$ cat src/rtl/alu_pkg.sv
// Shared encodings for the ALU issue stage: alu_op codes, RV32I opcodes and operand selects.
// Also holds the funct3 -> arithmetic alu_op mapping shared by R-type and I-ALU decode.
package alu_pkg;

  localparam logic [3:0] ALU_ADD  = 4'b0000;
  localparam logic [3:0] ALU_SUB  = 4'b0001;
  localparam logic [3:0] ALU_SLL  = 4'b0010;
  localparam logic [3:0] ALU_SLT  = 4'b0011;
  localparam logic [3:0] ALU_SLTU = 4'b0100;
  localparam logic [3:0] ALU_XOR  = 4'b0101;
  localparam logic [3:0] ALU_SRA  = 4'b0110;
  localparam logic [3:0] ALU_SRL  = 4'b0111;
  localparam logic [3:0] ALU_OR   = 4'b1000;
  localparam logic [3:0] ALU_AND  = 4'b1001;
  localparam logic [3:0] ALU_BEQ  = 4'b1010;
  localparam logic [3:0] ALU_BNE  = 4'b1011;
  localparam logic [3:0] ALU_BLT  = 4'b1100;
  localparam logic [3:0] ALU_BGE  = 4'b1101;

  localparam logic [6:0] OPC_R      = 7'b0110011;
  localparam logic [6:0] OPC_I      = 7'b0010011;
  localparam logic [6:0] OPC_LOAD   = 7'b0000011;
  localparam logic [6:0] OPC_STORE  = 7'b0100011;
  localparam logic [6:0] OPC_LUI    = 7'b0110111;
  localparam logic [6:0] OPC_AUIPC  = 7'b0010111;
  localparam logic [6:0] OPC_BRANCH = 7'b1100011;

  typedef enum logic [1:0] {
    SEL_A_RS1  = 2'd0,
    SEL_A_PC   = 2'd1,
    SEL_A_ZERO = 2'd2
  } sel_a_e;

  typedef enum logic {
    SEL_B_RS2 = 1'b0,
    SEL_B_IMM = 1'b1
  } sel_b_e;

  // allow_sub is clear for I-ALU, where funct3 000 is always ADDI.
  function automatic logic [3:0] arith_op(input logic [2:0] funct3,
                                          input logic       alt,
                                          input logic       allow_sub);
    logic [3:0] op;
    case (funct3)
      3'b000:  op = (alt && allow_sub) ? ALU_SUB : ALU_ADD;
      3'b001:  op = ALU_SLL;
      3'b010:  op = ALU_SLT;
      3'b011:  op = ALU_SLTU;
      3'b100:  op = ALU_XOR;
      3'b101:  op = alt ? ALU_SRA : ALU_SRL;
      3'b110:  op = ALU_OR;
      default: op = ALU_AND;
    endcase
    return op;
  endfunction

endpackage

$ cat src/rtl/alu_op_decode.sv
// Combinational RV32I decode into alu_op, operand selects and instruction class flags.
// Unsupported encodings come out as ADD with illegal set; the top zeroes their operands.
module alu_op_decode
  import alu_pkg::*;
(
  input  logic [6:0] opcode_i,
  input  logic [2:0] funct3_i,
  input  logic       funct7_5_i,
  output logic [3:0] alu_op_o,
  output sel_a_e     sel_a_o,
  output sel_b_e     sel_b_o,
  output logic       is_branch_o,
  output logic       writes_rd_o,
  output logic       illegal_o
);

  always_comb begin
    alu_op_o    = ALU_ADD;
    sel_a_o     = SEL_A_ZERO;
    sel_b_o     = SEL_B_RS2;
    is_branch_o = 1'b0;
    writes_rd_o = 1'b0;
    illegal_o   = 1'b0;
    case (opcode_i)
      OPC_R: begin
        alu_op_o    = arith_op(funct3_i, funct7_5_i, 1'b1);
        sel_a_o     = SEL_A_RS1;
        writes_rd_o = 1'b1;
      end
      OPC_I: begin
        alu_op_o    = arith_op(funct3_i, funct7_5_i, 1'b0);
        sel_a_o     = SEL_A_RS1;
        sel_b_o     = SEL_B_IMM;
        writes_rd_o = 1'b1;
      end
      OPC_LOAD: begin
        sel_a_o     = SEL_A_RS1;
        sel_b_o     = SEL_B_IMM;
        writes_rd_o = 1'b1;
      end
      OPC_STORE: begin
        sel_a_o = SEL_A_RS1;
        sel_b_o = SEL_B_IMM;
      end
      OPC_LUI: begin
        sel_b_o     = SEL_B_IMM;
        writes_rd_o = 1'b1;
      end
      OPC_AUIPC: begin
        sel_a_o     = SEL_A_PC;
        sel_b_o     = SEL_B_IMM;
        writes_rd_o = 1'b1;
      end
      OPC_BRANCH: begin
        sel_a_o     = SEL_A_RS1;
        is_branch_o = 1'b1;
        case (funct3_i)
          3'b000:  alu_op_o = ALU_BEQ;
          3'b001:  alu_op_o = ALU_BNE;
          3'b100:  alu_op_o = ALU_BLT;
          3'b101:  alu_op_o = ALU_BGE;
          default: begin
            // BLTU/BGEU and reserved funct3 have no alu_op code
            sel_a_o     = SEL_A_ZERO;
            is_branch_o = 1'b0;
            illegal_o   = 1'b1;
          end
        endcase
      end
      default: illegal_o = 1'b1;
    endcase
  end

endmodule

$ cat src/rtl/alu_issue_stage.sv
// ID/EX and EX registers around an external combinational ALU, with valid/ready handshake.
// Define ALU_ISSUE_FWD_EN to forward ex_result into rs1/rs2-sourced operands.
module alu_issue_stage
  import alu_pkg::*;
#(
  parameter int XLEN = 32
) (
  input  logic            clk,
  input  logic            rst,
  input  logic            in_valid,
  output logic            in_ready,
  input  logic [6:0]      in_opcode,
  input  logic [2:0]      in_funct3,
  input  logic            in_funct7_5,
  input  logic [4:0]      in_rs1_addr,
  input  logic [4:0]      in_rs2_addr,
  input  logic [4:0]      in_rd,
  input  logic [XLEN-1:0] in_rs1_data,
  input  logic [XLEN-1:0] in_rs2_data,
  input  logic [XLEN-1:0] in_imm,
  input  logic [XLEN-1:0] in_pc,
  input  logic            stall,
  input  logic            flush,
  output logic [XLEN-1:0] alu_data_one,
  output logic [XLEN-1:0] alu_data_two,
  output logic [3:0]      alu_op,
  input  logic [XLEN-1:0] alu_result,
  input  logic            alu_zero,
  output logic            ex_valid,
  output logic [XLEN-1:0] ex_result,
  output logic [4:0]      ex_rd,
  output logic            ex_branch_taken,
  output logic [XLEN-1:0] ex_branch_target,
  output logic            ex_illegal
);

  logic [3:0] dec_op;
  sel_a_e     dec_sel_a;
  sel_b_e     dec_sel_b;
  logic       dec_branch;
  logic       dec_writes_rd;
  logic       dec_illegal;

  alu_op_decode u_decode (
    .opcode_i    (in_opcode),
    .funct3_i    (in_funct3),
    .funct7_5_i  (in_funct7_5),
    .alu_op_o    (dec_op),
    .sel_a_o     (dec_sel_a),
    .sel_b_o     (dec_sel_b),
    .is_branch_o (dec_branch),
    .writes_rd_o (dec_writes_rd),
    .illegal_o   (dec_illegal)
  );

  logic            idex_valid_q;
  logic [3:0]      idex_op_q;
  sel_a_e          idex_sel_a_q;
  sel_b_e          idex_sel_b_q;
  logic            idex_branch_q;
  logic            idex_illegal_q;
  logic [4:0]      idex_rd_q;
  logic [XLEN-1:0] idex_rs1_q;
  logic [XLEN-1:0] idex_rs2_q;
  logic [XLEN-1:0] idex_imm_q;
  logic [XLEN-1:0] idex_pc_q;

  logic            ex_valid_q;
  logic [XLEN-1:0] ex_result_q;
  logic [4:0]      ex_rd_q;
  logic            ex_taken_q;
  logic [XLEN-1:0] ex_target_q;
  logic            ex_illegal_q;

  logic            accept;
  logic [4:0]      rd_d;
  logic [XLEN-1:0] rs1_val;
  logic [XLEN-1:0] rs2_val;
  logic [XLEN-1:0] op_a;
  logic [XLEN-1:0] op_b;

  assign in_ready = !stall || !idex_valid_q;
  assign accept   = in_valid && in_ready && !flush;
  assign rd_d     = (dec_writes_rd && !dec_illegal) ? in_rd : 5'd0;

`ifdef ALU_ISSUE_FWD_EN
  logic [4:0] idex_rs1_addr_q;
  logic [4:0] idex_rs2_addr_q;

  always_ff @(posedge clk) begin
    if (rst) begin
      idex_rs1_addr_q <= '0;
      idex_rs2_addr_q <= '0;
    end else if (accept) begin
      idex_rs1_addr_q <= in_rs1_addr;
      idex_rs2_addr_q <= in_rs2_addr;
    end
  end

  // ex_rd is already 0 for branch/store/illegal, so those never forward
  always_comb begin
    rs1_val = idex_rs1_q;
    rs2_val = idex_rs2_q;
    if (ex_valid_q && (ex_rd_q != 5'd0) && (ex_rd_q == idex_rs1_addr_q)) rs1_val = ex_result_q;
    if (ex_valid_q && (ex_rd_q != 5'd0) && (ex_rd_q == idex_rs2_addr_q)) rs2_val = ex_result_q;
  end
`else
  logic unused_rs_addr;
  assign unused_rs_addr = ^{in_rs1_addr, in_rs2_addr};

  always_comb begin
    rs1_val = idex_rs1_q;
    rs2_val = idex_rs2_q;
  end
`endif

  always_comb begin
    op_a = '0;
    case (idex_sel_a_q)
      SEL_A_RS1: op_a = rs1_val;
      SEL_A_PC:  op_a = idex_pc_q;
      default:   op_a = '0;
    endcase
    op_b = (idex_sel_b_q == SEL_B_IMM) ? idex_imm_q : rs2_val;
    if (!idex_valid_q || idex_illegal_q) begin
      op_a = '0;
      op_b = '0;
    end
  end

  assign alu_data_one = op_a;
  assign alu_data_two = op_b;
  assign alu_op       = idex_valid_q ? idex_op_q : ALU_ADD;

  always_ff @(posedge clk) begin
    if (rst) begin
      idex_valid_q   <= 1'b0;
      idex_op_q      <= ALU_ADD;
      idex_sel_a_q   <= SEL_A_ZERO;
      idex_sel_b_q   <= SEL_B_RS2;
      idex_branch_q  <= 1'b0;
      idex_illegal_q <= 1'b0;
      idex_rd_q      <= '0;
      idex_rs1_q     <= '0;
      idex_rs2_q     <= '0;
      idex_imm_q     <= '0;
      idex_pc_q      <= '0;
    end else begin
      if (flush) begin
        idex_valid_q <= 1'b0;
      end else if (in_ready) begin
        idex_valid_q <= in_valid;
      end
      if (accept) begin
        idex_op_q      <= dec_op;
        idex_sel_a_q   <= dec_sel_a;
        idex_sel_b_q   <= dec_sel_b;
        idex_branch_q  <= dec_branch;
        idex_illegal_q <= dec_illegal;
        idex_rd_q      <= rd_d;
        idex_rs1_q     <= in_rs1_data;
        idex_rs2_q     <= in_rs2_data;
        idex_imm_q     <= in_imm;
        idex_pc_q      <= in_pc;
      end
    end
  end

  // A slot being flushed this edge moves into EX as a bubble
  always_ff @(posedge clk) begin
    if (rst) begin
      ex_valid_q   <= 1'b0;
      ex_result_q  <= '0;
      ex_rd_q      <= '0;
      ex_taken_q   <= 1'b0;
      ex_target_q  <= '0;
      ex_illegal_q <= 1'b0;
    end else if (!stall) begin
      if (idex_valid_q && !flush) begin
        ex_valid_q   <= 1'b1;
        ex_result_q  <= alu_result;
        ex_rd_q      <= idex_rd_q;
        ex_taken_q   <= idex_branch_q && alu_zero;
        ex_target_q  <= idex_branch_q ? (idex_pc_q + idex_imm_q) : '0;
        ex_illegal_q <= idex_illegal_q;
      end else begin
        ex_valid_q   <= 1'b0;
        ex_result_q  <= '0;
        ex_rd_q      <= '0;
        ex_taken_q   <= 1'b0;
        ex_target_q  <= '0;
        ex_illegal_q <= 1'b0;
      end
    end
  end

  assign ex_valid         = ex_valid_q;
  assign ex_result        = ex_result_q;
  assign ex_rd            = ex_rd_q;
  assign ex_branch_taken  = ex_taken_q;
  assign ex_branch_target = ex_target_q;
  assign ex_illegal       = ex_illegal_q;

endmodule

$ cat config.mk
export PLATFORM = sky130hd
export DESIGN_NAME = alu_issue_stage
export DESIGN_NICKNAME = d
export VERILOG_FILES = /design/src/rtl/alu_pkg.sv /design/src/rtl/alu_op_decode.sv /design/src/rtl/alu_issue_stage.sv
export SDC_FILE = /design/constraint.sdc
export NUM_CORES = 1
export LEC_CHECK = 0
export CAP_MARGIN = 40
export CORE_UTILIZATION = 40
export DETAILED_ROUTE_END_ITERATION = 8
export PLACE_DENSITY = 0.7
export RECOVER_POWER = 25
export SLEW_MARGIN = 20
export SYNTH_ARGS = -nofsm -noshare
export SYNTH_HDL_FRONTEND = slang
export SYNTH_SLANG_ARGS = --single-unit
$ cat constraint.sdc
create_clock -name clk -period 2.6 [get_ports clk]
set_input_delay 0.52 -clock clk [delete_from_list [all_inputs] [get_ports clk]]
set_output_delay 0.52 -clock clk [all_outputs]
set_load 0.01 [all_outputs]
==> results.py <==
metrics = {
    "global_route": {
        "globalRouteTotalUtil_pct": 23.74,
        "via_count_of_the_first_global_routing_pass": 9249,
        "globalRouteOverflowTotal": 0,
        "grt_first_pass_wirelength_mm": 49.39,
        "grt_max_degree": 189,
        "grt_antenna_before_repair": 0,
    },
    "timing": {
        "post-route-min-period_ps": 2678,
        "final.setup_skew_ps": 16.35,
        "relSlewSlack_pct": -46.41,
        "rsz_0062_raised_after_global_routing": "true",
        "transition_time_of_the_tightest_slew_check_pin_ps": 2196,
        "slew_viol_final": 189,
        "fin_hold_ws_ps": 442.6,
        "post-route-period-util_pct": 103.0,
        "final_critical_path_setup_slack_ps": -77.97,
        "fin_setup_tns_ps": -623.4,
        "fmax_ghz": 0.3734,
        "timing_hold_violations_final": 0,
        "setup_viol_count_final": 18,
    },
    "floorplanning": {
        "chipHeight_um": 161.3,
        "horiz_die_dim_um": 161.3,
        "die_area_mm2": 0.02601,
        "ios": 333,
        "floorplan.core_area_mm2": 0.02460,
        "floorplan.initialDensity_pct": 41.24,
        "core.rowCount": 57,
    },
    "final_layout": {
        "post-route-util_pct": 59.50,
        "drive_gt1_share_pct": 7.103,
        "mostFrequentLayoutCells": "clkdlybuf4s50_1 (304), nand2_1 (297), dfxtp_1 (212)",
        "layout.cells.most_common": "clkdlybuf4s50_1",
        "fin_cells": 1929,
        "nNetsFinal": 1813,
        "finalInstanceArea_mm2": 0.01464,
        "area_growth_pct": 44.27,
        "diodes": 0,
    },
    "placed_design": {
        "dpl_hpwl_mm": 23.39,
        "post-place-cells": 1885,
        "pre_cts_setup_slack_ps": 7.308,
        "post_dp_cell_area_mm2": 0.01386,
        "place.port_buffers": 322,
        "gpl.final_weighted_congestion": 0.8970,
    },
    "synth": {
        "yosys.area.top_type_share_pct": 42.42,
        "synth_cell_type_count": 58,
        "ys_warn_count": 0,
        "synth_cells": 1293,
        "synth-async-reset-ratio_pct": 0,
        "synth-main-ff-cell": "dfxtp_1",
        "sequential_share_of_the_synthesized_area_pct": 42.42,
        "netlist_top_cells_area": "dfxtp_1 (42%), nand2_1 (11%), a21oi_1 (8.0%)",
        "post_syn_area_mm2": 0.01015,
        "synth.net_count": 1517,
        "synthDominantAreaCellType": "dfxtp_1",
        "synth_edf_count": 0,
        "synth.avg_cell_area_um2": 7.848,
        "synth-seq-cells": 215,
    },
    "pwr": {
        "power.leakage_nw": 5.428,
        "power_density_mw_per_mm2": 522.1,
        "peakVddDrop_uv": 413.9,
        "total_power_mw": 7.643,
    },
    "clock_tree": {
        "tritoncts": "yes",
        "holdBufCountCts": 0,
        "root_buffer": "clkbuf_16",
        "cts-buffers-inserted": 24,
        "worstSkewPairLatency_ps": 520,
        "cts_sinks": 215,
        "clock_edge_transition_at_the_registers_on_the_reported_setup_and_hold_paths_ps": 60,
        "cts-htree-levels": 1,
        "clock_path_buffers": 3,
    },
    "outcome": {
        "run_status": "finished, violations left",
        "violations": "max-capacitance violations, max-slew violations, negative setup slack",
    },
    "setup_path": {
        "worst-endpoint-required_ps": 2080,
        "cp-start-kind": "register",
        "setup.worst_path.class": "register to primary output",
        "critical_path_arrival_ps": 2160,
        "critical_path.endpoint_type": "primary output",
        "crit_fanout": 32,
    },
    "detailed_routing": {
        "finalWirelength_mm": 31.87,
        "route.detailed.vias_per_inst": 5.219,
        "drt-wirelength-per-cell_um": 16.52,
        "route.vias.total": 10070,
        "route.detailed.drc": 0,
        "drt_pre_antenna_iters": 7,
        "route.antenna.remaining_nets": 0,
        "drt_first_iter_violations": 568,
    },
    "min_path": {
        "worstHoldPathType": "primary input to register",
    },
    "job": {
        "maxCapViolCount": 1,
    },
}
[Yosys cell counts (all sizes together) (2+ instances only)]
cell type and n:
or2 5, buf 6, nand4 12, or4 2
a2111oi 2, o21a 2, dfxtp 215, a21oi 163
clkbuf 94, nor3 14, or3 2, and2 6
nor4 2, nand3b 3, nand3 7, o2111ai 2
a22oi 58, o21bai 6, nor2b 6, nor2 148
a311oi 3, o21ai 39, and3b 2, a211oi 5
nand2b 9, a21o 21, xnor2 13, mux2i 65
ha 31, and3 2, xor2 15, nand2 297
inv 12, a31oi 9
[state kept, by name (all words and copies together), names as in the netlist, 2 cells and up]
signal and flops:
ex_branch_target 32, idex_rd_q 5, ex_rd 5, idex_sel_a_q 2, idex_pc_q 32, idex_op_q 4
ex_result 32, idex_rs1_q 32, idex_rs2_q 32, idex_imm_q 32
[kinds of logic (layout without fill, tap and decap cells)]
logic type	count (synthesis)	count (layout)	synth area share [%]
AND/OR/NAND/NOR	520	520	21.16
adder cells (fa/ha/maj)	32	32	4.020
multiplexers	65	65	6.412
XOR/XNOR	28	28	2.417
flip-flops	215	215	42.42
AO/OA/AOI/OAI	321	321	19.41
buffers and inverters	112	424	4.168
[worst paths after layout]
kind	startpoint	cells after the start	end	slack, ps
max	idex_illegal_q	4	alu_data_one[4]	-80
min	rst	2	ex_branch_target[14]	440
min reg2reg	ex_branch_target[26]	2	ex_branch_target[26]	450
max reg2reg	idex_imm_q[1]	9	ex_branch_target[23]	110
[final cells by class]
type | count | area, µm²
clock buffers | 35 | 713.2
clock inverters | 7 | 47.55
fillers | 2263 | 9966
inverters | 12 | 45.04
multi-input cells | 966 | 5461
flip-flops and latches | 215 | 4310
well taps | 324 | 405.4
repair buffers | 370 | 3656
[routing by layer]
| layer | wire length, µm | share of wire (%) | global-route usage, % | up-vias |
|---|---|---|---|---|
| met4 | 799 | 2.5 | 7.161 | 0 |
| met1 | 14370 | 45 | 31.98 | 4666 |
| li1 | - | - | - | 4998 |
| met2 | 14360 | 45 | 38.11 | 353 |
| met5 | 0 | 0 | 0 | - |
| met3 | 2336 | 7.3 | 4.879 | 51 |
[critical path, stage by stage, from the launching register on]
cell and delay, ps:
dfxtp_1 320, nand2b_1 160, or2_4 370, nor2_1 210, clkdlybuf4s50_1 580
[power breakdown]
group / switching, mW / internal, mW
clock network: 1.37 / 1.90
registers: 0.0799 / 3.40
logic: 0.433 / 0.465
total: 1.88 / 5.76
[repair_timing]
| item | in CTS | in global routing |
|---|---|---|
| gates resized for setup | 20 | 10 |
| pin swaps | 1 | 3 |
| setup endpoints to repair | 53 | 35 |
| buffers inserted | 1 | 1 |
No activity file was read; power rests on OpenSTA's default activity.
